$ cat config.mk
export PLATFORM = sky130hd
export DESIGN_NAME = borrow_lookahead_serial_subtractor
export DESIGN_NICKNAME = d
export VERILOG_FILES = /design/src/rtl/borrow_lookahead_serial_subtractor.sv
export SDC_FILE = /design/constraint.sdc
export NUM_CORES = 1
export LEC_CHECK = 0
export CAP_MARGIN = 20
export CORE_MARGIN = 4
export CORE_UTILIZATION = 45
export CTS_CLUSTER_SIZE = 12
export DETAILED_ROUTE_END_ITERATION = 8
export GPL_ROUTABILITY_DRIVEN = 0
export PLACE_DENSITY = 0.75
export SKIP_CTS_REPAIR_TIMING = 1
export SYNTH_ARGS = -nofsm -noshare
export SYNTH_HDL_FRONTEND = slang
export SYNTH_SLANG_ARGS = --single-unit
$ cat constraint.sdc
create_clock -name clk -period 1.89 [get_ports clk]
set_input_delay 0.4725 -clock clk [delete_from_list [all_inputs] [get_ports clk]]
set_output_delay 0.4725 -clock clk [all_outputs]
set_load 0.1 [all_outputs]
$ cat src/rtl/borrow_lookahead_serial_subtractor.sv
// Nibble-serial subtractor: D = X - Y - Bin, one 4-bit borrow-lookahead
// slice per clock, LSB nibble first, behind a valid/ready handshake.
module borrow_lookahead_serial_subtractor #(
  parameter int WIDTH = 16
) (
  input  logic             clk,
  input  logic             rst,
  input  logic             in_valid,
  output logic             in_ready,
  input  logic [WIDTH-1:0] x,
  input  logic [WIDTH-1:0] y,
  input  logic             bin,
  output logic             out_valid,
  input  logic             out_ready,
  output logic [WIDTH-1:0] d,
  output logic             bout,
  output logic             ovf,
  output logic             zero
);

  localparam int NIB = WIDTH / 4;
  localparam int CW  = (NIB > 1) ? $clog2(NIB) : 1;
  localparam logic [CW-1:0] LAST_NIB = CW'(NIB - 1);

  typedef enum logic [1:0] {
    S_IDLE = 2'd0,
    S_RUN  = 2'd1,
    S_DONE = 2'd2
  } state_t;

  state_t           r_state;
  logic [WIDTH-1:0] r_x;
  logic [WIDTH-1:0] r_y;
  logic             r_borrow;
  logic [CW-1:0]    r_cnt;
  logic             r_xmsb;
  logic             r_ymsb;

  logic [3:0]       w_a;
  logic [3:0]       w_b;
  logic [3:0]       w_g;
  logic [3:0]       w_p;
  logic [4:0]       w_bw;
  logic [3:0]       w_diff;
  logic [WIDTH-1:0] w_d_next;
  logic             w_ovf_next;

  assign w_a = r_x[3:0];
  assign w_b = r_y[3:0];

  // Borrow-lookahead slice: every internal borrow is a flat sum of products
  // of generate/propagate terms and the incoming borrow, no ripple.
  always_comb begin
    w_g     = ~w_a & w_b;
    w_p     = ~(w_a ^ w_b);
    w_bw    = '0;
    w_bw[0] = r_borrow;
    w_bw[1] = w_g[0] | (w_p[0] & r_borrow);
    w_bw[2] = w_g[1] | (w_p[1] & w_g[0]) | (w_p[1] & w_p[0] & r_borrow);
    w_bw[3] = w_g[2] | (w_p[2] & w_g[1]) | (w_p[2] & w_p[1] & w_g[0])
            | (w_p[2] & w_p[1] & w_p[0] & r_borrow);
    w_bw[4] = w_g[3] | (w_p[3] & w_g[2]) | (w_p[3] & w_p[2] & w_g[1])
            | (w_p[3] & w_p[2] & w_p[1] & w_g[0])
            | (w_p[3] & w_p[2] & w_p[1] & w_p[0] & r_borrow);
    w_diff  = w_a ^ w_b ^ w_bw[3:0];
  end

  // New difference nibble enters at the top; a single-nibble build has no
  // older bits to shift down.
  generate
    if (WIDTH == 4) begin : g_single
      assign w_d_next = w_diff;
    end else begin : g_multi
      assign w_d_next = {w_diff, d[WIDTH-1:4]};
    end
  endgenerate

  // On the last nibble w_diff[3] is the result MSB.
  assign w_ovf_next = (r_xmsb ^ r_ymsb) & (r_xmsb ^ w_diff[3]);

  // Control FSM plus datapath registers; all outputs are registered here.
  always_ff @(posedge clk or posedge rst) begin
    if (rst) begin
      r_state   <= S_IDLE;
      in_ready  <= 1'b1;
      out_valid <= 1'b0;
      d         <= '0;
      bout      <= 1'b0;
      ovf       <= 1'b0;
      zero      <= 1'b0;
      r_x       <= '0;
      r_y       <= '0;
      r_borrow  <= 1'b0;
      r_cnt     <= '0;
      r_xmsb    <= 1'b0;
      r_ymsb    <= 1'b0;
    end else begin
      case (r_state)
        S_IDLE: begin
          if (in_valid) begin
            r_x      <= x;
            r_y      <= y;
            r_borrow <= bin;
            r_cnt    <= '0;
            r_xmsb   <= x[WIDTH-1];
            r_ymsb   <= y[WIDTH-1];
            in_ready <= 1'b0;
            r_state  <= S_RUN;
          end
        end
        S_RUN: begin
          r_x      <= r_x >> 4;
          r_y      <= r_y >> 4;
          r_borrow <= w_bw[4];
          d        <= w_d_next;
          r_cnt    <= r_cnt + CW'(1);
          if (r_cnt == LAST_NIB) begin
            bout      <= w_bw[4];
            ovf       <= w_ovf_next;
            zero      <= (w_d_next == '0);
            out_valid <= 1'b1;
            r_state   <= S_DONE;
          end
        end
        S_DONE: begin
          if (out_ready) begin
            out_valid <= 1'b0;
            in_ready  <= 1'b1;
            r_state   <= S_IDLE;
          end
        end
        default: begin
          out_valid <= 1'b0;
          in_ready  <= 1'b1;
          r_state   <= S_IDLE;
        end
      endcase
    end
  end

endmodule

=== Yosys cells after proc, flatten, opt, wreduce, memory -nomap -nowiden ===
Index checks and enable logic that the tools add are counted.

* Bits in registers: 60
* Bits in latches: 0
* RAM bits: 0
* ROM bits: 0
* Word-level logic and storage cells: 83
* Memories: 0

* $add $sub $neg: 1
* Multiply operators: 0
* Divide/modulo/power cells: 0
* Magnitude comparators: 0
* Eq/ne operators: 6
* Shift-type cells: 0
* Multiplexer cells: 18
* Bitwise gates (word level): 36
* Reductions and logical operators: 9

{| class="wikitable"
|+ Operators with widths
! cell !! count
|-
| one-hot mux 16 bit (2 select lines) || 2
|-
| 2-to-1 mux 16 bit || 2
|-
| AND 1 bit || 17
|-
| logical NOT 16 bit || 1
|-
| bitwise OR 1 bit || 10
|-
| AND reduction 3 bit || 3
|-
| 2-to-1 mux 2 bit || 4
|-
| NOT 4 bit || 2
|-
| XOR 4 bit || 2
|-
| inequality test 2 bit (second input constant) || 3
|-
| one-hot mux 1 bit (3 select lines) || 2
|-
| one-hot mux 2 bit (3 select lines) || 1
|-
| AND reduction 2 bit || 3
|-
| 2-to-1 mux 1 bit || 5
|-
| AND 4 bit || 1
|-
| == test 2 bit (second input constant) || 2
|-
| one-hot mux 2 bit (2 select lines) || 1
|-
| adder 2 x 1 -> 2 bit (second input constant) || 1
|-
| == test 2 x 1 -> 1 bit (second input constant) || 1
|-
| logical NOT 2 bit || 1
|-
| NOT 1 bit || 2
|-
| one-hot mux 1 bit (2 select lines) || 1
|-
| nonzero test 2 bit || 1
|-
| XOR 1 bit || 2
|}

=== Longest topological paths before layout ===
* Word-level depth: 9
* Depth in mapped cells: 6
* Mapped depth without buffers: 6

=== Least setup slack after synthesis ===
OpenSTA, ideal clock, no wires.

* Kind: register to register
* From: register r_x[0]
* To: register ovf
* Arrival time: 1.692 ns
* Data required time: 1.821 ns
* Setup slack: 0.128 ns
* Stages on the path, launching flop included: 7
* Path buffers: 0
* Period minus slack after synthesis: 1.762 ns
* Path through: dfrtp_1 > inv_1 > ha_1 > a21o_1 > a22o_1 > or4_1 > nand3_1

* Longest elaborated chain between the ends: 8
* Elaborated cells on any way between the ends: 12
* Those cells by class: bitwise (12)

{| class="wikitable"
|+ Ends and longest elaborated chain
! element !! RTL line !! RTL
|-
| start, declared || 32 || <nowiki>logic [WIDTH-1:0] r_x;</nowiki>
|-
| start signal, assigned || 112 || <nowiki>r_x <= r_x >> 4;</nowiki>
|-
| NOT 4 bit / XOR 4 bit (equally long branches) || 54, 55 ||
|-
| AND 4 bit / NOT 4 bit (equally long branches) || 54, 55 ||
|-
| AND 1 bit (on tied branches) || 60, 61 ||
|-
| bitwise OR 1 bit / AND 1 bit (equally long branches) || 60, 61 ||
|-
| bitwise OR 1 bit * || 61 || <nowiki>| (w_p[2] & w_p[1] & w_p[0] & r_borrow);</nowiki>
|-
| XOR 4 bit * || 65 || <nowiki>w_diff = w_a ^ w_b ^ w_bw[3:0];</nowiki>
|-
| XOR 1 bit * || 79 || <nowiki>assign w_ovf_next = (r_xmsb ^ r_ymsb) & (r_xmsb ^ w_diff[3]);</nowiki>
|-
| AND 1 bit * || 79 ||
|-
| end signal, assigned || 119 || <nowiki>ovf <= w_ovf_next;</nowiki>
|-
| end, declared || 17 || <nowiki>output logic ovf,</nowiki>
|}

Every way passes the cells marked *; elsewhere a longest branch is shown, timed or not.
A chain may end at the register's enable or synchronous reset.

=== Final worst setup path ===
* From: register r_x[2]
* To: register ovf

* Longest elaborated chain between the ends: 9
* Elaborated cells on any way between the ends: 15
* Those cells by class: bitwise (15)

{| class="wikitable"
|+ Ends and longest elaborated chain
! element !! RTL line !! RTL
|-
| XOR 4 bit || 55 || <nowiki>w_p = ~(w_a ^ w_b);</nowiki>
|-
| NOT 4 bit || 55 ||
|-
| AND 1 bit (on tied branches) || 60, 61 ||
|-
| bitwise OR 1 bit, or another cell as far along || 60 || <nowiki>w_bw[3] = w_g[2] | (w_p[2] & w_g[1]) | (w_p[2] & w_p[1] & w_g[0])</nowiki>
|-
| bitwise OR 1 bit / AND 1 bit (equally long branches) || 60, 61 ||
|-
| bitwise OR 1 bit * || 61 ||
|-
| XOR 4 bit * || 65 ||
|-
| XOR 1 bit * || 79 ||
|-
| AND 1 bit * || 79 ||
|}

Marks and branches as above.

==> reports/results.txt <==
non-filler cells in the finished layout: 426
dpl cell area: 0.00368 mm²
total die area: 0.00735 mm²
Period Utilization, post-route: 0.949
EDFF count, synth: 0
Vias: 2162
CP Launch Point: r_x[2]
largest net degree at the start of global routing: 61
Worst EP required: 2.15 ns
worst hold slack: 0.477 ns
DR pass1 iterations: 4
CTS root buffer: clkbuf_8
Critical Path End Type: register
Hold Vio Cnt, Final: 0
status: complete, no violations
Die X: 85.7 µm
startpoint type of the worst setup path: register
row cnt: 28
CP arrival: 2.06 ns
all-layer global routing usage: 0.172
Mapped Cells: 282
number of global-route vias before repair: 2177
Clock power frac: 0.140
Worst Max-Slew Pin Slew: 0.324 ns
antenna diode instance count: 0
Worst Skew: 0.00626 ns
post-route design area: 0.00391 mm²
GRT Residual Overflow: 0
min Tclk post-route: 1.79 ns
IO Pins: 58
Logic pwr share: 0.566
switching portion of total power: 0.465
placeable core area: 0.00589 mm²
# DRC: 0
nets@finish: 392
H-tree Lvls: 3
TritonCTS clock tree: yes
min-delay src: r_x[6]
antenna violations before repair: 0
Distinct cells, synth: 34
Int Pwr: 4.29 mW
slew margin rel.: 0.783
Yosys warning total: 0
top cell type's share of synthesized area: 0.543
clk_lat worst skew: 0.33 ns
Pwr per Cell Area: 2050 mW/mm²
Die Height: 85.7 µm
first-pass GRT wire length: 9920 µm
Critical R2R Launch: r_x[2]
Crit Path Class: reg2reg
Sinks on Clock Net: 60
largest area contributor in the netlist: dfrtp_1
Max Root-Sink Buffers: 2
Net Count, Synth: 326
Reg2Reg Depth: 6
fill cell total of the finished layout: 464
Max Freq: 0.557 GHz
antenna-violating nets left: 0
Final Max Slew Viols: 0
Routed WL: 5870 µm
P&R area growth vs syn: 43.9%
ranking of synthesized cells by area: dfrtp_1 54%, nand2_1 12%, mux2i_1 7.0%, o21ai_0 7.0%, ha_1 2.8%
layout cell share with drive strength beyond 1: 0.174
Min-Delay Path Class: reg2reg
dpl cells: 412
routed len/inst: 13.8 µm
IO buf count: 57
share of the yosys chip area belonging to registers: 0.553
Seq cells post-synth: 60
Clock Pin Slew Worst Setup and Hold Paths: 0.06 ns
CTS Buf Count: 9
Initial Utilization: 0.462
synthesized area: 0.00272 mm²
Synth async-reset ratio: 1.00
static leakage: 1.75 nW
crit-path max FO: 4
endpoints failing setup: 0
Seq pwr share: 0.294
switching power: 3.72 mW
Top FF cell, synth: dfrtp_1
Max VDD drop: 1480 µV
Vias/cell: 5.08
Min-Delay Path Depth: 2
synthesized area per cell: 9.64 µm²
Detailed Route Iter0 Violations: 124
maxcap violations: 0
dpl hpwl: 4180 µm
==> sequential cells by signal, indices dropped and copies added (netlist names) <==
name / flops
bout: 1
d: 16
in_ready: 1
out_valid: 1
ovf: 1
r_borrow: 1
r_cnt: 2
r_state: 2
r_x: 16
r_xmsb: 1
r_y: 16
r_ymsb: 1
zero: 1
==> stage by stage <==
| step | utilization | power (mW) | worst slack, ns | TNS, ns |
|---|---|---|---|---|
| 2_1_floorplan | - | 5.18 | 0.128 | 0 |
| 3_5_place_dp | 0.625 | 6.84 | -0.0652 | -0.311 |
| 3_3_place_gp | 0.625 | 6.69 | -0.0620 | -0.124 |
| 6_report | 0.664 | 8.02 | 0.0962 | 0 |
| 5_1_grt | 0.664 | 8.55 | -0.0610 | -0.0610 |
| 4_1_cts | 0.657 | 7.97 | 0.0337 | 0 |
==> logic make-up (layout without fill, tap and decap cells) <==
kind of cell	Yosys count	after routing	share of synthesized area
xor+xnor	2	2	0.00645
simple gates	113	113	0.175
flops	60	60	0.553
buf+inv	22	91	0.0350
mux	21	21	0.0783
compound gates	57	57	0.117
fa+ha+maj	7	7	0.0350
==> routing by layer <==
metal  vias to the layer above  GRT usage  part of all wire
met5                         -          0                 0
met4                         0     0.0978             0.024
met3                        14     0.0365             0.056
met2                        66      0.272              0.48
met1                      1007      0.218              0.44
li1                       1075          -                 -
==> worst paths after layout <==
kind / end / slack (ns)
setup reg to reg: ovf / 0.1
max in group asynchronous: in_ready / 1.01
setup / recovery: ovf / 0.1
min in group asynchronous: r_x[2] / 0.57
hold reg to reg: r_x[2] / 0.48
hold / removal: r_x[2] / 0.48
==> worst max-delay path, stage by stage (launching register included) <==
cell     delay (ns)
dfrtp_1        0.36
inv_1          0.12
ha_4           0.23
a21o_1         0.17
a22o_1         0.24
or4_1          0.51
nand3_1        0.09
==> power by group through the flow <==
stage          sequential [mW]  clock (mW)  combinational (mW)
2_1_floorplan             3.50           0                1.68
3_3_place_gp              2.33           0                4.36
3_5_place_dp              2.36           0                4.47
4_1_cts                   2.34        1.14                4.48
5_1_grt                   2.43        1.20                4.92
6_report                  2.36        1.12                4.54
==> cell type report <==
type,count,area [µm²],share of cell area
sequential,60,1500,0.384
tap,75,93.8,0.0240
multi-input combinational,200,1180,0.301
timing repair buffer,70,916,0.234
inverter,7,30.0,0.00768
clock inverter,2,35.0,0.00896
clock buffer,12,155,0.0397
==> cell usage in the layout, fill, tap and decap left out, types with 2 or more instances in the layout <==
cell type / netlist / layout
nand2b_1: 2 / 2
nand2_1: 86 / 86
inv_2: 0 / 2
o21ai_0: 38 / 38
nor2_1: 12 / 12
nor4_1: 2 / 2
xnor2_1: 2 / 2
buf_12: 0 / 24
dfrtp_1: 59 / 59
clkdlybuf4s50_1: 0 / 36
a22o_1: 3 / 3
a21o_1: 3 / 3
mux2i_1: 19 / 19
ha_1: 6 / 3
inv_1: 7 / 4
clkbuf_8: 0 / 11
buf_4: 0 / 10
mux2_2: 2 / 2
ha_4: 0 / 3
a21oi_1: 8 / 8
==> cell usage after synthesis, drive strengths merged, types with 2 or more instances <==
| cell type | count |
|---|---|
| nand2 | 86 |
| dfrtp | 59 |
| o21ai | 38 |
| mux2i | 19 |
| nor2 | 12 |
| buf | 10 |
| a21oi | 8 |
| inv | 7 |
| ha | 6 |
| clkbuf | 5 |
| a21o | 3 |
| a22o | 3 |
| mux2 | 2 |
| nand2b | 2 |
| nor3b | 2 |
| nor4 | 2 |
| xnor2 | 2 |
No activity file was read; power rests on OpenSTA's default activity.
